$ cat src/rtl/seg_decode_capture.sv
// Recovers hex digits from a multiplexed active-low seven-segment bus.
// Each {seg_n, an_n} pattern must hold for a stability window before it commits to that digit.
module seg_decode_capture #(
    parameter int DIGITS        = 8,
    parameter int STABLE_CYCLES = 4
) (
    input  logic                  clk,
    input  logic                  rst,
    input  logic [6:0]            seg_n,
    input  logic [DIGITS-1:0]     an_n,
    input  logic                  clear,
    output logic [4*DIGITS-1:0]   value,
    output logic [DIGITS-1:0]     digit_valid,
    output logic [DIGITS-1:0]     blank,
    output logic                  update,
    output logic                  err
);

    localparam int CW = (STABLE_CYCLES < 1) ? 1 : $clog2(STABLE_CYCLES + 1);
    localparam logic [CW-1:0] CNT_MAX = CW'(STABLE_CYCLES);
    localparam logic [CW-1:0] CNT_PRE = CW'(STABLE_CYCLES - 1);

    logic [6:0]        r_seg;
    logic [DIGITS-1:0] r_an;
    logic [CW-1:0]     r_cnt;
    logic              r_update;
    logic              r_err;

    logic              w_same;
    logic              w_commit;
    logic              w_legal;
    logic              w_blank_code;
    logic [3:0]        w_nib;
    logic [DIGITS-1:0] w_sel;
    logic              w_any;
    logic              w_multi;
    logic              w_wr_legal;
    logic              w_wr_blank;
    logic              w_err_set;

    assign w_same   = (seg_n == r_seg) && (an_n == r_an);
    // The commit fires only on the edge that brings the counter up to saturation.
    assign w_commit = w_same && (r_cnt == CNT_PRE);

    always_ff @(posedge clk or posedge rst) begin
        if (rst) begin
            r_seg <= '1;
            r_an  <= '1;
            r_cnt <= '0;
        end else begin
            r_seg <= seg_n;
            r_an  <= an_n;
            if (clear || !w_same) begin
                r_cnt <= '0;
            end else if (r_cnt != CNT_MAX) begin
                r_cnt <= r_cnt + 1'b1;
            end
        end
    end

    always_comb begin
        w_legal      = 1'b1;
        w_blank_code = 1'b0;
        w_nib        = 4'h0;
        case (r_seg)
            7'b1000000: w_nib = 4'h0;
            7'b1111001: w_nib = 4'h1;
            7'b0100100: w_nib = 4'h2;
            7'b0110000: w_nib = 4'h3;
            7'b0011001: w_nib = 4'h4;
            7'b0010010: w_nib = 4'h5;
            7'b0000010: w_nib = 4'h6;
            7'b1111000: w_nib = 4'h7;
            7'b0000000: w_nib = 4'h8;
            7'b0010000: w_nib = 4'h9;
            7'b0001000: w_nib = 4'hA;
            7'b0000011: w_nib = 4'hB;
            7'b1000110: w_nib = 4'hC;
            7'b0100001: w_nib = 4'hD;
            7'b0000110: w_nib = 4'hE;
            7'b0001110: w_nib = 4'hF;
            7'b1111111: begin
                w_legal      = 1'b0;
                w_blank_code = 1'b1;
            end
            default:    w_legal = 1'b0;
        endcase
    end

    assign w_sel   = ~r_an;
    assign w_any   = |w_sel;
    // Clearing the lowest set bit leaves something only if two or more anodes are active.
    assign w_multi = |(w_sel & (w_sel - DIGITS'(1)));

    assign w_wr_legal = w_commit && w_any && !w_multi && w_legal;
    assign w_wr_blank = w_commit && w_any && !w_multi && w_blank_code;
    assign w_err_set  = w_commit && w_any && (w_multi || (!w_legal && !w_blank_code));

    always_ff @(posedge clk or posedge rst) begin
        if (rst) begin
            r_update <= 1'b0;
            r_err    <= 1'b0;
        end else if (clear) begin
            r_update <= 1'b0;
            r_err    <= 1'b0;
        end else begin
            r_update <= w_wr_legal || w_wr_blank;
            if (w_err_set) begin
                r_err <= 1'b1;
            end
        end
    end

    assign update = r_update;
    assign err    = r_err;

    generate
        for (genvar gi = 0; gi < DIGITS; gi++) begin : g_digit
            logic [3:0] r_val;
            logic       r_valid;
            logic       r_blank;

            always_ff @(posedge clk or posedge rst) begin
                if (rst) begin
                    r_val   <= 4'h0;
                    r_valid <= 1'b0;
                    r_blank <= 1'b0;
                end else if (clear) begin
                    r_val   <= 4'h0;
                    r_valid <= 1'b0;
                    r_blank <= 1'b0;
                end else if (w_sel[gi] && w_wr_legal) begin
                    r_val   <= w_nib;
                    r_valid <= 1'b1;
                    r_blank <= 1'b0;
                end else if (w_sel[gi] && w_wr_blank) begin
                    r_val   <= 4'h0;
                    r_valid <= 1'b0;
                    r_blank <= 1'b1;
                end
            end

            assign value[4*gi +: 4] = r_val;
            assign digit_valid[gi]  = r_valid;
            assign blank[gi]        = r_blank;
        end
    endgenerate

endmodule

$ cat config.mk
export PLATFORM = sky130hd
export DESIGN_NAME = seg_decode_capture
export DESIGN_NICKNAME = d
export VERILOG_FILES = /design/src/rtl/seg_decode_capture.sv
export SDC_FILE = /design/constraint.sdc
export NUM_CORES = 1
export LEC_CHECK = 0
export ABC_AREA = 0
export CAP_MARGIN = 20
export CORE_MARGIN = 4
export CORE_UTILIZATION = 35
export CTS_BUF_LIST = sky130_fd_sc_hd__clkbuf_4 sky130_fd_sc_hd__clkbuf_8 sky130_fd_sc_hd__clkbuf_16
export CTS_CLUSTER_SIZE = 24
export DETAILED_ROUTE_END_ITERATION = 12
export PLACE_DENSITY = 0.61
export SLEW_MARGIN = 25
export SYNTH_ARGS = -nofsm -noshare
export SYNTH_HDL_FRONTEND = slang
export SYNTH_SLANG_ARGS = --single-unit
$ cat constraint.sdc
create_clock -name clk -period 4.1 [get_ports clk]
set_input_delay 0.82 -clock clk [delete_from_list [all_inputs] [get_ports clk]]
set_output_delay 0.82 -clock clk [all_outputs]
set_load 0.005 [all_outputs]
==> metrics <==
outcome=complete, no violations; Final Hold Slack=0.524 ns; global-route wire length before repair=14700 microns; initial detailed-routing violation count=150; DP Area=4260 sq um; # setup viols final=0; Ant. Diodes=0; # nets final=428; maximum fanout along the worst path=32; Fillers=970; DP Cell Count=532; uppermost routed layer=met4; dpl hpwl=6330 microns; GRT overflow=0; Main synth FF type=dfrtp_1; CTS tree=built; Max clock buf depth=2; Crit Path Class=in2reg; Top-Level Pins=68; normalized max-slew margin=51.6%; Post-DRT Antenna Nets=0; Buf+Inv Stages, Crit Path=1; all-layer global routing usage=14.8%; hold-fix buffers at CTS=0; initial antenna violation count=0; Die Width=111 microns; Via Count=2833; post-CTS sizing=0; CP Depth=7; Final Cycle Share=75.0%; WP data required=4.28 ns; syn nets=386; clk_skew=0.0124 ns; Worst Tran Pin Value=0.721 ns; drt drc=0; Post-synth ARST share=100%; Startpoint Class=input pin; synthesized flop and latch total=68; WL/cell=16.2 microns; routed wl met2=4060 microns; Core Area=10300 sq um; clock slew at reported path FFs=0.07 ns; Critical Path Sink Type=register; WP data arrival=3.26 ns; Hold Violations, Final=0; placement row count=37; Post-Layout Cell Count=548; Final Core Density=43.2%; Max VDD drop=0.149 mV; hold path depth=2; Cell variety after synth=57; r2r worst-path depth=6; M1 WL=4310 microns; crit path time final=3.07 ns; Critical Path, Cell by Cell=clkdlybuf4s50_1 -> xor2_1 -> nor4_2 -> nand4_1 -> or4_4 -> nand3_4 -> o221ai_1; vias per cell=5.17; drt pass-1 iters=4; clock root buffer=clkbuf_8; Starting Density=35.9%; family with the most delay on the worst path=simple AND/OR/NAND/NOR gates; Avg Cell Area, Syn=10.1 sq um; worst skew pair latency=0.36 ns; drt total wl=8870 microns; cts bufs inserted=9; Area Growth Syn to Fin=20.4%; unrepaired setup endpoints after global routing=no; Die Area=12300 sq um; largest net degree at the start of global routing=33; final setup TNS=0 ns; Slowest cell on crit path=or4_4; highest clock rate=325 MHz; ratio of cells with drive above 1 in the final layout=13.6%; EDFF count, synth=0; slowest stage delay, CP=0.68 ns; Lkg Pwr=1.82 nW; Placer Congestion=0.815; Finished Cell Area=4460 sq um; Power Density=307 nW/um^2; setup bufs post-CTS=0; vias in the first global route=2782; # clock sinks=68; Final Max Tran Viols=0; Worst Hold Class=reg2reg; Syn Inst Count=365; WL met3=384 microns; Buffers on Ports=67; H-tree lvl count=3; Die Y=111 microns; max_cap viols=0; Cell Area, Synth=3700 sq um; Synth Warn #=0; Seq/Total Area, Yosys=46.5%
## where the power goes
part	internal, mW	total, mW	switching [mW]
registers	0.685	0.715	0.0300
clock network	0.284	0.563	0.279
logic	0.0392	0.0921	0.0528
total	1.01	1.37	0.362
## registers in the layout (all words and copies together), names as in the netlist
register / cells
g_digit.r_blank: 8
update: 1
g_digit.r_valid: 8
r_seg: 7
g_digit.r_val: 32
r_cnt: 3
err: 1
r_an: 8
## final cells by class
cell class	count	area, sq um	share of cell area, %
multi-input cells	220	1530	34.2
inverters	37	139	3.12
well taps	136	170	3.82
repair buffers	71	701	15.7
flip-flops and latches	68	1720	38.6
clock inverters	7	76.3	1.71
clock buffers	9	124	2.78
## per-stage QoR
stage          setup WS [ns]  power [mW]
6_report                1.03        1.37
3_5_place_dp           0.643       0.821
4_1_cts                 1.03        1.39
3_3_place_gp           0.654       0.818
5_1_grt                0.874        1.43
2_1_floorplan           1.54       0.787
## layout by cell type, fill, tap and decap left out, drive strengths merged, types with 5 or more instances in the layout
cell type      netlist  final
clkbuf               2      9
dfrtp               53     53
o221ai              32     32
nand3                7      7
clkdlybuf4s50        0     67
o211a                9      9
a21oi               13     13
nor2                17     17
inv                 37     38
xor2                15     15
o21ai               10     10
nand2               44     44
nor4                 5      5
and2b                8      8
or2                  8      8
dfstp               15     15
nor3                 7      7
## path summary, 6_finish.rpt
path / end / startpoint / slack [ns]
worst max-delay path: g_digit[0].r_val[2]$_DFFE_PP0P_ / seg_n[0] / 1.03
min in group asynchronous: g_digit[5].r_val[0]$_DFFE_PP0P_ / rst / 0.84
max in group asynchronous: r_an[4]$_DFF_PP1_ / rst / 2.43
worst min register to register: g_digit[1].r_val[2]$_DFFE_PP0P_ / g_digit[1].r_val[2]$_DFFE_PP0P_ / 0.52
worst max register to register: g_digit[0].r_val[2]$_DFFE_PP0P_ / r_seg[0]$_DFF_PP1_ / 1.28
worst min-delay path: g_digit[1].r_val[2]$_DFFE_PP0P_ / g_digit[1].r_val[2]$_DFFE_PP0P_ / 0.52
## layer usage
metal / track usage, % / up-vias
met2: 22.5 / 75
met4: 5.42 / 0
li1: - / 1356
met3: 2.95 / 8
met1: 20.8 / 1394
met5: 0 / -
## Yosys cell counts, types with 2 or more instances
cell type / instances / area [sq um]
nand3_1: 6 / 30.0
nor4_1: 2 / 12.5
nor2_2: 2 / 12.5
o211ai_1: 4 / 30.0
a21oi_1: 13 / 65.1
o21ai_1: 9 / 45.0
nor4_2: 2 / 25.0
maj3_1: 2 / 20.0
nor4b_1: 2 / 17.5
and4b_1: 2 / 20.0
ha_1: 3 / 37.5
o221ai_1: 32 / 280
or2_2: 3 / 18.8
and2b_2: 3 / 26.3
and4_2: 2 / 20.0
buf_4: 21 / 158
inv_1: 37 / 139
dfrtp_1: 53 / 1330
nand4_1: 4 / 25.0
nor4bb_1: 3 / 30.0
nor3_1: 7 / 35.0
o211a_1: 9 / 90.1
or2_1: 5 / 31.3
o21a_1: 2 / 15.0
dfstp_2: 15 / 394
and2b_1: 5 / 37.5
buf_6: 9 / 101
nand2_1: 43 / 161
nor2_1: 15 / 56.3
xor2_1: 15 / 131
buf_2: 8 / 40.0
xnor2_1: 2 / 17.5
## worst register-to-register path, stage by stage, from the launching register on
cell and delay (ns):
dfstp_2 0.69, xor2_1 0.12, nor4_2 0.43, nand4_1 0.20, or4_4 0.68, nand3_4 0.36, o221ai_1 0.17
## logic make-up after synthesis
| family | count (synthesis) | synth area share [%] |
|---|---|---|
| compound gates | 78 | 16.8 |
| flops | 68 | 46.5 |
| simple gates | 120 | 18.9 |
| xor+xnor | 17 | 4.02 |
| fa+ha+maj | 5 | 1.56 |
| buf+inv | 77 | 12.3 |
Note: power is estimated with default switching activity, not from simulation.
